==> src/rtl/alu_core.sv <==
// alu_core: 8-bit MIPS-style ALU with registered result and status flags.
//   clk      - system clock, rising edge active
//   rst_n    - asynchronous active-low reset
//   A        - first operand / shift source
//   B        - second operand / shift amount
//   O        - function code (full-width equality decode)
//   Z        - registered result
//   zero     - registered, set when the newly registered Z is zero
//   carry    - registered carry (ADD) / borrow (SUB)
//   overflow - registered signed overflow (ADD/SUB)
module alu_core #(
  parameter int unsigned WIDTH = 8,
  parameter int unsigned OPW   = 8
) (
  input  logic             clk,
  input  logic             rst_n,
  input  logic [WIDTH-1:0] A,
  input  logic [WIDTH-1:0] B,
  input  logic [OPW-1:0]   O,
  output logic [WIDTH-1:0] Z,
  output logic             zero,
  output logic             carry,
  output logic             overflow
);

  typedef enum logic [OPW-1:0] {
    OP_SRL = OPW'(8'h02),
    OP_SRA = OPW'(8'h03),
    OP_ADD = OPW'(8'h20),
    OP_SUB = OPW'(8'h22),
    OP_AND = OPW'(8'h24),
    OP_OR  = OPW'(8'h25),
    OP_XOR = OPW'(8'h26),
    OP_NOR = OPW'(8'h27)
  } op_e;

  logic [WIDTH-1:0] z_d, z_q;
  logic             zero_d, zero_q;
  logic             carry_d, carry_q;
  logic             overflow_d, overflow_q;

  logic [WIDTH:0]   sum;
  logic [WIDTH:0]   diff;

  // One extra bit on each side exposes carry-out / borrow-out directly.
  assign sum  = {1'b0, A} + {1'b0, B};
  assign diff = {1'b0, A} - {1'b0, B};

  always_comb begin
    z_d        = '0;
    carry_d    = 1'b0;
    overflow_d = 1'b0;
    case (O)
      OP_ADD: begin
        z_d        = sum[WIDTH-1:0];
        carry_d    = sum[WIDTH];
        overflow_d = (A[WIDTH-1] == B[WIDTH-1]) && (sum[WIDTH-1] != A[WIDTH-1]);
      end
      OP_SUB: begin
        z_d        = diff[WIDTH-1:0];
        carry_d    = diff[WIDTH];
        overflow_d = (A[WIDTH-1] != B[WIDTH-1]) && (diff[WIDTH-1] != A[WIDTH-1]);
      end
      OP_AND:  z_d = A & B;
      OP_OR:   z_d = A | B;
      OP_XOR:  z_d = A ^ B;
      OP_NOR:  z_d = ~(A | B);
      // Shift amounts >= WIDTH saturate to all-sign / all-zero naturally.
      OP_SRA:  z_d = $signed(A) >>> B;
      OP_SRL:  z_d = A >> B;
      default: z_d = '0;
    endcase
    zero_d = (z_d == '0);
  end

  always_ff @(posedge clk or negedge rst_n) begin
    if (!rst_n) begin
      z_q        <= '0;
      zero_q     <= 1'b0;
      carry_q    <= 1'b0;
      overflow_q <= 1'b0;
    end else begin
      z_q        <= z_d;
      zero_q     <= zero_d;
      carry_q    <= carry_d;
      overflow_q <= overflow_d;
    end
  end

  assign Z        = z_q;
  assign zero     = zero_q;
  assign carry    = carry_q;
  assign overflow = overflow_q;

endmodule

==> config.mk <==
export PLATFORM = sky130hd
export DESIGN_NAME = alu_core
export DESIGN_NICKNAME = d
export VERILOG_FILES = /design/src/rtl/alu_core.sv
export SDC_FILE = /design/constraint.sdc
export NUM_CORES = 1
export LEC_CHECK = 0
export CORE_ASPECT_RATIO = 0.6
export CORE_MARGIN = 2
export CORE_UTILIZATION = 55
export CTS_CLUSTER_DIAMETER = 150
export DETAILED_ROUTE_END_ITERATION = 12
export PLACE_DENSITY = 0.85
export RECOVER_POWER = 50
export SYNTH_ARGS = -nofsm -noshare
export SYNTH_HDL_FRONTEND = slang
export SYNTH_SLANG_ARGS = --single-unit
export TNS_END_PERCENT = 50
==> constraint.sdc <==
create_clock -name clk -period 0.8 [get_ports clk]
set_input_delay 0.16 -clock clk [delete_from_list [all_inputs] [get_ports clk]]
set_output_delay 0.16 -clock clk [all_outputs]
set_load 0.1 [all_outputs]
==> impl_metrics.env, run 1 <==
export IMPL_status="stopped before the end"
export IMPL_failing_step="4_1_cts"
export IMPL_tool_error="[ERROR DPL-0038] Utilization greater than 100%, impossible to legalize"
export IMPL_synth_top_cell_by_area="ha_1"
export IMPL_synth_async_sr_flop_share=1.00
export IMPL_synth_ff_type="dfrtp_1"
export IMPL_post_cts_resized=147
export IMPL_cts_sinks=11
export IMPL_globalplace_congestion=1.05
export IMPL_yosysMostFrequentCell="ha_1"
export IMPL_port_buffers=36
export IMPL_syn_nets=330
export IMPL_synth_distinct_cells=68
export IMPL_synth_edf_count=0
export IMPL_yosys_area_top_type_share=0.134
export IMPL_clockBufferDepth=2
export IMPL_clockRootBuffer="clkbuf_8"
export IMPL_numCtsBuffers=3
export IMPL_syn_cell_area_um2=2240
export IMPL_post_cts_setup_buffers=20
export IMPL_core_rowCount=17
export IMPL_synthTopCellsByCount="ha_1 (24), inv_1 (23), a211oi_1 (19), nand2_1 (19), nor2_1 (19)"
export IMPL_yosys_warnings=0
export IMPL_dieWidth_um=86.4
export IMPL_synth_area_leaders="ha_1 (13%), dfrtp_1 (12%), a211oi_1 (6.4%), mux2i_1 (4.0%), inv_1 (3.9%)"
export IMPL_ctsHoldBuffers=0
export IMPL_synth_area_per_cell_um2=8.06
export IMPL_ys_seq_area_frac=0.123
export IMPL_die_height_um=53.4
export IMPL_htreeDepth=1
export IMPL_ys_ff_latch=11
export IMPL_place_ws_ns=-2.37
export IMPL_synthCells=278
export IMPL_start_util=0.592
export IMPL_dp_hpwl_um=6900
export IMPL_ios=37
[kinds of logic after synthesis]
kind of cell / after synthesis / synth area share
adders and majority gates: 26 / 0.152
buffers and inverters: 40 / 0.0960
and+or+nand+nor: 87 / 0.217
xor gates and xnor gates: 14 / 0.0547
AOI/OAI and AO/OA: 86 / 0.282
DFF: 11 / 0.123
muxes: 14 / 0.0754
[metrics by stage]
stage	instances	hold slack (ns)	setup TNS (ns)	area (um^2)	util
2_1_floorplan	278	-0.136	-14.46	2360	-
3_3_place_gp	425	0.499	-20.22	3340	0.883
3_5_place_dp	425	0.551	-21.08	3340	0.883
==> run 2: changes to the inputs <==
--- a/config.mk
+++ b/config.mk
@@ -5,12 +5,10 @@
 export SDC_FILE = /design/constraint.sdc
 export NUM_CORES = 1
 export LEC_CHECK = 0
-export CORE_ASPECT_RATIO = 0.6
 export CORE_MARGIN = 2
-export CORE_UTILIZATION = 55
-export CTS_CLUSTER_DIAMETER = 150
+export CORE_UTILIZATION = 40
 export DETAILED_ROUTE_END_ITERATION = 12
-export PLACE_DENSITY = 0.85
+export PLACE_DENSITY_LB_ADDON = 0.15
 export RECOVER_POWER = 50
 export SYNTH_ARGS = -nofsm -noshare
 export SYNTH_HDL_FRONTEND = slang
==> run 2 against run 1 <==
The flow now finishes, with violations (setup timing); synthesized cell count stayed put; synthesized area stayed put.
==> impl_metrics.env, run 2 <==
export IMPL_clockRootBuffer="clkbuf_8"
export IMPL_largest_reg_flops=8
export IMPL_antenna_found_initial=0
export IMPL_synth_distinct_cells=68
export IMPL_cts_sinks=11
export IMPL_yosys_area_top_type_share=0.134
export IMPL_drtAntennaViolNets=0
export IMPL_peakVddDrop_mv=0.695
export IMPL_numCtsBuffers=3
export IMPL_drive_gt1_frac=0.584
export IMPL_die_height_um=78.9
export IMPL_ctsHoldBuffers=0
export IMPL_gr_max_usage_layer="met2"
export IMPL_leakage_nw=1.95
export IMPL_synth_edf_count=0
export IMPL_drv_cap=0
export IMPL_core_rowCount=27
export IMPL_p_comb_frac=0.665
export IMPL_status="complete, but fails checks"
export IMPL_relSlewSlack=0.685
export IMPL_yosys_warnings=0
export IMPL_finalPower_mw=3.40
export IMPL_track_usage=0.309
export IMPL_switching_share=0.406
export IMPL_syn_cell_area_um2=2240
export IMPL_grt_use_met1=0.367
export IMPL_drtPass1Iterations=4
export IMPL_htreeDepth=1
export IMPL_synth_ff_type="dfrtp_1"
export IMPL_grt_pass1_wl_um=15000
export IMPL_cpPeakStageDelay_ns=0.54
export IMPL_coreArea_um2=5470
export IMPL_n_fill_cell=346
export IMPL_register_area_um2=275
export IMPL_start_util=0.409
export IMPL_slew_violations=0
export IMPL_final_cell_mix="buf_4 (87), buf_6 (35), nand2_1 (18), nor2_1 (16), ha_4 (15)"
export IMPL_crit_chain="buf_8, buf_6, ha_4, fa_2, a21o_1, a211oi_2, a21oi_2, xnor2_1, o211ai_1, or4_1, nor2_2"
export IMPL_start_kind="input port"
export IMPL_p_switching_mw=1.38
export IMPL_worst_setup_path_end_kind="register"
export IMPL_fmax_mhz=422
export IMPL_port_buffers=36
export IMPL_die_area_um2=6220
export IMPL_violations="setup timing"
export IMPL_syn_nets=330
export IMPL_post_drt_via_cell_ratio=5.84
export IMPL_synth_area_leaders="ha_1 (13%), dfrtp_1 (12%), a211oi_1 (6.4%), mux2i_1 (4.0%), inv_1 (3.9%)"
export IMPL_tightest_slew_ns=0.472
export IMPL_routedWlPerCell_um=19.1
export IMPL_diodes=0
export IMPL_grt_setup_unrepaired="true"
export IMPL_hold_path_class="input port to asynchronous set/reset pin"
export IMPL_synthCells=278
export IMPL_grt_max_degree=18
export IMPL_p_per_area_nw_per_um2=785
export IMPL_synth_top_cell_by_area="ha_1"
export IMPL_ios=37
export IMPL_multiInputGateArea_um2=2300
export IMPL_cts_tree="done"
export IMPL_vias=2902
export IMPL_dp_hpwl_um=6540
export IMPL_crit_slowest_cell="or4_1"
export IMPL_synth_area_per_cell_um2=8.06
export IMPL_ys_ff_latch=11
export IMPL_dieWidth_um=78.9
export IMPL_clockBufferDepth=2
export IMPL_critPathTopFamily="compound AO/OA/AOI/OAI gates"
export IMPL_num_nets_final=478
export IMPL_routed_wl_um=9510
export IMPL_synthTopCellsByCount="ha_1 (24), inv_1 (23), a211oi_1 (19), nand2_1 (19), nor2_1 (19)"
export IMPL_final_common_cell="buf_4"
export IMPL_hold_violations=0
export IMPL_arrival_ns=2.55
export IMPL_globalplace_congestion=0.943
export IMPL_synth_async_sr_flop_share=1.00
export IMPL_grtUsageMet3=0.0352
export IMPL_setup_ws_ns=-1.57
export IMPL_syn_to_final_growth_pct=93.4
export IMPL_clkTransAtPathRegs_ns=0.05
export IMPL_min_period_ns=2.37
export IMPL_power_internal_mw=2.02
export IMPL_post_route_period_util=2.96
export IMPL_grt_remaining_overflow=0
export IMPL_setup_viol=22
export IMPL_crit_fanout=3
export IMPL_grt_pass1_vias=2992
export IMPL_p_seq_frac=0.169
export IMPL_yosysMostFrequentCell="ha_1"
export IMPL_worst_path_buf_inv=2
export IMPL_drc=0
export IMPL_finish_utilization=0.792
export IMPL_clkPwrFrac=0.165
export IMPL_ys_seq_area_frac=0.123
export IMPL_critPathKind="input port to register"
export IMPL_worstPathRequired_ns=0.98
export IMPL_drtIter0Drc=200
export IMPL_grt_use_met2=0.548
## run 2: cell counts after synthesis
No cell type changed its count.
## run 2: path summary, 6_finish.rpt
path                       startpoint  depth (start not counted)    end
worst max-delay path             B[0]                         11   zero
worst min-delay path            rst_n                          2   Z[1]
max in group asynchronous       rst_n                          2  carry
min in group clk                 B[2]                          4   Z[2]
## run 2: cells by family after synthesis
logic type      count (synthesis)  synth area share
xor+xnor                       14            0.0547
fa+ha+maj                      26             0.152
mux                            14            0.0754
buf+inv                        40            0.0960
simple gates                   87             0.217
compound gates                 86             0.282
flops                          11             0.123
## run 2: layer usage
metal	vias up	wire, um	part of all wire
li1	1339	-	-
met1	1395	3880	0.41
met2	130	4720	0.50
met3	38	517	0.054
met4	0	386	0.041
met5	-	0	0
## run 2: repair_timing
item	in CTS	in global routing
gates resized for setup	203	22
buffers inserted	28	7
endpoints found under the setup margin	22	22
pin swaps	57	22
cloned	1	0
hold endpoints to repair	0	0
## run 2: layout make-up
type,count,area share
clock buffer,4,0.0104
inverter,24,0.0257
multi-input combinational,228,0.530
sequential,11,0.0635
tap,72,0.0208
timing repair buffer,158,0.349
## run 2: through the flow
stage	TNS (ns)	cells	setup slack (ns)	hold WS, ns	cell area, um^2
after floorplan	-14.46	278	-1.70	-0.136	2360
after global placement	-19.87	466	-2.36	0.499	3520
after detailed placement	-20.12	466	-2.40	0.493	3520
after CTS	-13.78	498	-1.51	0.254	4270
after global routing	-14.82	497	-1.58	0.435	4330
final	-14.09	497	-1.57	0.396	4330
## run 2: power groups by stage
stage          Combinational, mW  Clock [mW]  Sequential [mW]
6_report                    2.26       0.562            0.576
4_1_cts                     2.08       0.555            0.576
3_5_place_dp                1.69           0            0.585
2_1_floorplan              0.848           0            0.652
3_3_place_gp                1.67           0            0.585
5_1_grt                     2.38       0.602            0.577
Note: power is estimated with default switching activity, not from simulation.
